## src/rtl/spi_pkg.sv

```systemverilog
// Shared SPI definitions: transmitter FSM states and mode-0 constants
// used by both the master transmitter and the receive path.
package spi_pkg;

  typedef enum logic [2:0] {
    S_IDLE,
    S_START,
    S_LOW,
    S_HIGH,
    S_STALL,
    S_HOLD,
    S_GAP
  } spi_tx_state_t;

  localparam int   SPI_BITS_PER_BYTE = 8;
  localparam logic SPI_CPOL          = 1'b0;
  localparam logic SPI_CPHA          = 1'b0;

endpackage

```

## src/rtl/spi_clk_div.sv

```systemverilog
// Half-period timer for SCK generation: tick marks the last clk cycle of
// each HALF_DIV-cycle half-period; restart realigns the count to zero.
module spi_clk_div #(
  parameter int HALF_DIV = 50
) (
  input  logic clk,
  input  logic rst_n,
  input  logic restart,
  output logic tick
);

  localparam int CW = (HALF_DIV > 1) ? $clog2(HALF_DIV) : 1;
  localparam logic [CW-1:0] LAST = CW'(HALF_DIV - 1);

  logic [CW-1:0] cnt_q, cnt_d;

  assign tick = (cnt_q == LAST);

  always_comb begin
    cnt_d = cnt_q + CW'(1);
    if (restart || tick) cnt_d = '0;
  end

  always_ff @(posedge clk or negedge rst_n) begin
    if (!rst_n) cnt_q <= '0;
    else        cnt_q <= cnt_d;
  end

endmodule

```

## src/rtl/spi_tx_master.sv

```systemverilog
// SPI mode-0 master transmitter with a one-byte holding register so SCK can
// run continuously across bytes. Define SPI_TX_MASTER_MISO_EN for MISO capture.
module spi_tx_master
  import spi_pkg::*;
#(
  parameter int HALF_DIV   = 50,
  parameter int GAP_CYCLES = 100
) (
  input  logic       clk,
  input  logic       rst_n,
  input  logic [7:0] tx_data,
  input  logic       tx_last,
  input  logic       tx_valid,
  output logic       tx_ready,
  output logic       sck,
  output logic       mosi,
  output logic       ssel_n,
  output logic       busy
`ifdef SPI_TX_MASTER_MISO_EN
  ,
  input  logic       miso,
  output logic [7:0] rx_data,
  output logic       rx_valid
`endif
);

  localparam int GW = $clog2(GAP_CYCLES + 1);
  localparam logic [GW-1:0] GAP_LAST = GW'(GAP_CYCLES - 1);
  localparam logic [2:0]    BIT_LAST = 3'(SPI_BITS_PER_BYTE - 1);

  spi_tx_state_t state_q, state_d;

  logic [7:0]    hold_data_q, hold_data_d;
  logic          hold_last_q, hold_last_d;
  logic          hold_full_q, hold_full_d;
  logic [7:0]    shift_q, shift_d;
  logic          shift_last_q, shift_last_d;
  logic [2:0]    bit_cnt_q, bit_cnt_d;
  logic [GW-1:0] gap_q, gap_d;
  logic          sck_q, sck_d;
  logic          mosi_q, mosi_d;
  logic          ssel_n_q, ssel_n_d;
  logic          busy_q, busy_d;
  logic          restart, tick, load;

  spi_clk_div #(.HALF_DIV(HALF_DIV)) u_div (
    .clk     (clk),
    .rst_n   (rst_n),
    .restart (restart),
    .tick    (tick)
  );

  always_comb begin
    state_d      = state_q;
    hold_data_d  = hold_data_q;
    hold_last_d  = hold_last_q;
    hold_full_d  = hold_full_q;
    shift_d      = shift_q;
    shift_last_d = shift_last_q;
    bit_cnt_d    = bit_cnt_q;
    gap_d        = gap_q;
    sck_d        = sck_q;
    mosi_d       = mosi_q;
    ssel_n_d     = ssel_n_q;
    restart      = 1'b0;
    load         = 1'b0;

    if (tx_valid && !hold_full_q) begin
      hold_data_d = tx_data;
      hold_last_d = tx_last;
      hold_full_d = 1'b1;
    end

    unique case (state_q)
      S_IDLE: if (hold_full_q) begin
        load     = 1'b1;
        ssel_n_d = 1'b0;
        restart  = 1'b1;
        state_d  = S_START;
      end
      S_START: if (tick) begin
        sck_d   = 1'b1;
        state_d = S_HIGH;
      end
      S_HIGH: if (tick) begin
        sck_d = 1'b0;
        if (bit_cnt_q != BIT_LAST) begin
          shift_d   = {shift_q[6:0], 1'b0};
          mosi_d    = shift_q[6];
          bit_cnt_d = bit_cnt_q + 3'd1;
          state_d   = S_LOW;
        end else if (shift_last_q) begin
          state_d = S_HOLD;
        end else if (hold_full_q) begin
          load    = 1'b1;
          state_d = S_LOW;
        end else begin
          state_d = S_STALL;
        end
      end
      S_LOW: if (tick) begin
        sck_d   = 1'b1;
        state_d = S_HIGH;
      end
      // Restart so the first LOW after an underrun is a full half-period.
      S_STALL: if (hold_full_q) begin
        load    = 1'b1;
        restart = 1'b1;
        state_d = S_LOW;
      end
      S_HOLD: if (tick) begin
        ssel_n_d = 1'b1;
        mosi_d   = 1'b0;
        gap_d    = '0;
        state_d  = S_GAP;
      end
      S_GAP: begin
        if (gap_q == GAP_LAST) state_d = S_IDLE;
        else                   gap_d   = gap_q + GW'(1);
      end
      default: state_d = S_IDLE;
    endcase

    if (load) begin
      shift_d      = hold_data_q;
      shift_last_d = hold_last_q;
      mosi_d       = hold_data_q[7];
      bit_cnt_d    = '0;
      hold_full_d  = 1'b0;
    end

    busy_d = (state_d != S_IDLE);
  end

  always_ff @(posedge clk or negedge rst_n) begin
    if (!rst_n) begin
      state_q      <= S_IDLE;
      hold_data_q  <= '0;
      hold_last_q  <= 1'b0;
      hold_full_q  <= 1'b0;
      shift_q      <= '0;
      shift_last_q <= 1'b0;
      bit_cnt_q    <= '0;
      gap_q        <= '0;
      sck_q        <= SPI_CPOL;
      mosi_q       <= 1'b0;
      ssel_n_q     <= 1'b1;
      busy_q       <= 1'b0;
    end else begin
      state_q      <= state_d;
      hold_data_q  <= hold_data_d;
      hold_last_q  <= hold_last_d;
      hold_full_q  <= hold_full_d;
      shift_q      <= shift_d;
      shift_last_q <= shift_last_d;
      bit_cnt_q    <= bit_cnt_d;
      gap_q        <= gap_d;
      sck_q        <= sck_d;
      mosi_q       <= mosi_d;
      ssel_n_q     <= ssel_n_d;
      busy_q       <= busy_d;
    end
  end

  assign tx_ready = ~hold_full_q;
  assign sck      = sck_q;
  assign mosi     = mosi_q;
  assign ssel_n   = ssel_n_q;
  assign busy     = busy_q;

`ifdef SPI_TX_MASTER_MISO_EN
  logic [1:0] miso_sync_q;
  logic [7:0] rx_shift_q, rx_data_q;
  logic       rx_valid_q;
  logic       sck_rise, byte_done;

  assign sck_rise  = sck_d & ~sck_q;
  assign byte_done = (state_q == S_HIGH) && tick && (bit_cnt_q == BIT_LAST);

  always_ff @(posedge clk or negedge rst_n) begin
    if (!rst_n) begin
      miso_sync_q <= '0;
      rx_shift_q  <= '0;
      rx_data_q   <= '0;
      rx_valid_q  <= 1'b0;
    end else begin
      miso_sync_q <= {miso_sync_q[0], miso};
      rx_valid_q  <= byte_done;
      if (sck_rise)  rx_shift_q <= {rx_shift_q[6:0], miso_sync_q[1]};
      if (byte_done) rx_data_q  <= rx_shift_q;
    end
  end

  assign rx_data  = rx_data_q;
  assign rx_valid = rx_valid_q;
`else
  // Transmit-only build: no receive path.
`endif

endmodule

```

## config.mk

```make
export PLATFORM = sky130hd
export DESIGN_NAME = spi_tx_master
export DESIGN_NICKNAME = d
export VERILOG_FILES = /design/src/rtl/spi_pkg.sv /design/src/rtl/spi_clk_div.sv /design/src/rtl/spi_tx_master.sv
export SDC_FILE = /design/constraint.sdc
export NUM_CORES = 1
export LEC_CHECK = 0
export BUFFER_PORTS_ARGS = -buffer_cell sky130_fd_sc_hd__buf_2
export CAP_MARGIN = 10
export CORE_MARGIN = 1
export CORE_UTILIZATION = 55
export CTS_CLUSTER_DIAMETER = 100
export DETAILED_ROUTE_END_ITERATION = 10
export PLACE_DENSITY_LB_ADDON = 0.15
export SYNTH_ARGS = -nofsm -noshare
export SYNTH_HDL_FRONTEND = slang
export SYNTH_SLANG_ARGS = --single-unit
```

## constraint.sdc

```tcl
create_clock -name clk -period 4.33 [get_ports clk]
set_input_delay 0.433 -clock clk [delete_from_list [all_inputs] [get_ports clk]]
set_output_delay 0.433 -clock clk [all_outputs]
set_load 0.03 [all_outputs]
```

==> results.md <==
Worst hold path:
- The worst min-delay path category is input pin to asynchronous set/reset pin.

GRT:
- Summed over all layers, the global routing overflow is 0.
- The global router's overall resource usage is 21.0%.
- The number of global-route vias before repair is 1435.
- Entering global routing, the biggest net connects 42 pins.
- The number of antenna violations at the first check in global routing came to 0.
- The first global-routing pass estimated 6.62 mm of wire.

Drt:
- The detail route stage leaves a number of antenna-violating nets equal to 0.
- The average wire length per cell after detail routing is 15.3 µm.
- The number of vias per cell is 5.91.
- The first detailed-routing pass ran for 4 iterations.
- The detailed router finished its first iteration with 85 violations.
- The number of vias in the routed layout is 1477.
- In the routed design, unresolved DRC markers number 0.
- Wires add up to 3.83 mm.

Logic synthesis:
- The synthesized design devotes to its leading area cell type 46.6% of total area.
- The sequential cell area fraction in the yosys report is 47.8%.
- Ranked by total cell area, the synthesized netlist is headed by dfrtp_1, mux2_1, mux2_2.
- The post-synthesis area per instance is 11.6 µm².
- Counting every instance in the synthesized netlist gives 186.
- After synthesis, the most frequently instantiated cells are dfrtp_1, nor2_1, mux2_1, nand2_1, mux2_2.
- The most used flip-flop cell after synthesis is dfrtp_1.
- The synthesized design spends more area on one cell type than any other, namely dfrtp_1.
- The number of flops mapped to enable cells by yosys is 0.
- The Yosys step of the flow raised 0 warnings.
- The number of distinct library cells after synthesis is 59.
- Counting flops with an async set or reset pin after synthesis yields a share of 100%.
- The number of nets produced by synthesis is 204.
- Among all cell types in the netlist, the one instantiated most often is dfrtp_1.
- The post-synthesis instance area is 2150 µm².
- The register bit total from synthesis is 41.

Placed design:
- The number of cells in the design after placement is 243.
- The detailed placer's ending HPWL is 2.85 mm.
- The routability congestion estimate from global placement is 0.859.
- The number of buffer cells added on primary ports is 16.

Timing:
- The final hold violation count was 0.
- Setup repair after global routing left no endpoint under its margin.
- The number of max-slew violations in the final report was 0.
- The clock arrives with 0.00802 ns of skew.
- The worst-margin pin slew is 0.858 ns.
- The setup-violating endpoint count in the final report is 0.
- The period utilization is 57.8%.
- Counting I/O delays and the setup requirement, the final critical path takes 2.50 ns.
- Headroom to the max-slew limit came out at 42.6%.
- Based on the critical path, the design can be clocked at up to 400 MHz.
- The accumulated negative setup slack is 0 ns.

Cells and area:
- Fill cells in the final layout number 310.
- The count of inserted antenna diode cells is 0.
- The final cell count without fillers is 250.
- The fraction of final layout cells sized beyond drive strength 1 is 24.3%.
- In the final design database the tool counted 220 nets.
- Compared with the post-synthesis result, the final layout area differs by 9.37%.

Critical path:
- The cell count of the worst reg-to-reg path is 4.
- The worst register-to-register path ends at shift_q[1]$_DFFE_PN0P_.
- The kind of capture point of the worst setup path is a flop.
- The worst setup path is of the flop to flop kind.
- The critical path contains buffers and inverters numbering 0 combined.
- For this run, the slowest stage of the critical path takes 0.81 ns.
- The minimum setup slack among reg-to-reg paths is 1.83 ns.
- The critical register-to-register path startpoint is state_q[0]$_DFF_PN0_.
- Traced cell by cell, the critical path runs through nand2_1 > o41ai_4 > mux2_2 > mux2_1.
- The largest fanout of any net on the critical path is 16.
- At the worst endpoint, the arrival time is 2.67 ns.
- The worst setup path is launched from a flop.
- Data on the critical path is required at its endpoint by 4.49 ns.
- The cell family contributing the most delay on the critical path is compound AO/OA/AOI/OAI gates.
- Among all stages on the critical path, the largest delay is contributed by o41ai_4.

Clock network:
- The clock root buffer is clkbuf_8.
- For this design, the CTS-stage hold fixing added 0 buffers.
- The H-tree was split into 2 levels.
- The maximum count of clock buffers along a single path is 2.
- The insertion delay to the later sink of the worst-skew pair is 0.28 ns.
- The post-CTS clock slew at the launch and capture registers of the worst setup and hold paths is 0.07 ns.
- The clock net in this run drives a total of 41 sinks.
- The count of instances resized after the clock tree is built is 0.
- Once the clock tree was built, the setup fixing pass inserted 0 buffers.
- TritonCTS built the clock tree.
- The number of buffers added by the clock tree synthesis step is 5.

Floorplanning:
- The region available for standard cell placement spans 3720 µm².
- After floorplanning, the core was divided into 22 placement rows.
- The starting utilization of the core area is 57.8%.
- The die boundary width is 64.5 µm.
- The die is 64.5 µm tall.
- The I/O pin count is 17.
- The die area is 4160 µm².

Power:
- The areal power density over the cells is 501 nW/µm².
- The reported leakage power is 1.07 nW.
- The worst vdd rail ir drop is 0.323 mV.

Flow run:
- The count of maximum capacitance violations is 0.

Run status:
- The flow ran to the end, and the final reports show no timing, DRC or antenna violations.
==> cells by family after synthesis <==
family | share of synthesized area (%)
AO/OA/AOI/OAI | 13.6
XOR/XNOR | 3.26
adder cells (fa/ha/maj) | 3.49
buffers and inverters | 3.55
flip-flops | 47.8
multiplexers | 12.4
AND/OR/NAND/NOR | 15.9
==> sequential cells by signal, indices dropped and copies added, names as in the netlist <==
name          cells
bit_cnt_q         3
busy              1
gap_q             7
hold_data_q       8
hold_full_q       1
hold_last_q       1
mosi              1
sck               1
shift_last_q      1
shift_q           7
ssel_n            1
state_q           3
u_div.cnt_q       6
==> cell type report <==
type / instances / area (µm²) / share of cell area [%]
multi-input cells: 129 / 1050 / 44.5
flip-flops and latches: 41 / 1030 / 43.7
repair buffers: 16 / 80.1 / 3.41
clock buffers: 5 / 68.8 / 2.93
well taps: 48 / 60.1 / 2.55
clock inverters: 2 / 35.0 / 1.49
inverters: 9 / 33.8 / 1.44
==> through the flow <==
step           power [W]  hold slack, ns  instance area [µm²]  util, %  worst slack [ns]
2_1_floorplan   0.000818           0.137                 2150        -              2.41
3_3_place_gp    0.000879           0.469                 2250     60.5              1.93
3_5_place_dp    0.000901           0.483                 2250     60.5              1.84
4_1_cts          0.00119           0.298                 2350     63.3              1.82
5_1_grt          0.00125           0.326                 2350     63.3              1.71
6_report         0.00118           0.261                 2350     63.3              1.83
==> power by group <==
| part | switching [W] | internal, W | total, W | leakage (nW) |
|---|---|---|---|---|
| combinational | 0.000158 | 0.000154 | 0.000313 | 0.508 |
| clock | 0.000121 | 0.000167 | 0.000289 | 0.0540 |
| sequential | 0.0000976 | 0.000480 | 0.000577 | 0.509 |
| total | 0.000377 | 0.000802 | 0.00118 | 1.07 |
==> worst max path at each step <==
stage	from	endpoint	cells after the start
floorplan	bit_cnt_q[0]$_DFFE_PN0P_	shift_q[2]$_DFFE_PN0P_	7
finish	state_q[0]$_DFF_PN0_	shift_q[1]$_DFFE_PN0P_	4
detailed placement	state_q[0]$_DFF_PN0_	shift_q[1]$_DFFE_PN0P_	4
global placement	state_q[0]$_DFF_PN0_	shift_q[1]$_DFFE_PN0P_	4
global route	state_q[0]$_DFF_PN0_	shift_q[1]$_DFFE_PN0P_	4
CTS	state_q[0]$_DFF_PN0_	shift_q[1]$_DFFE_PN0P_	4
==> worst register-to-register path: stages (launching register included) <==
cell	delay, ns
dfrtp_1	0.63
nand2_1	0.23
o41ai_4	0.82
mux2_2	0.42
mux2_1	0.29
==> cells in the final DEF, fill, tap and decap left out, drive strengths merged, types with 3 or more instances in the layout <==
cell type   n
nand3b      4
a21oi       6
inv         9
clkbuf      5
o21ai       5
nor4b       3
ha          6
buf        16
nand2      12
xnor2       6
nor3        4
mux2       23
nor2       18
dfrtp      40
nand3       4
==> per-layer routing <==
metal / up-vias / part of all wire, % / global-route usage [%]
met5: - / 0 / 0
met2: 39 / 53 / 36.1
met4: 0 / 1.2 / 7.78
met3: 4 / 3.4 / 4.05
met1: 729 / 43 / 26.2
li1: 705 / - / -
No activity file was read; power rests on OpenSTA's default activity.
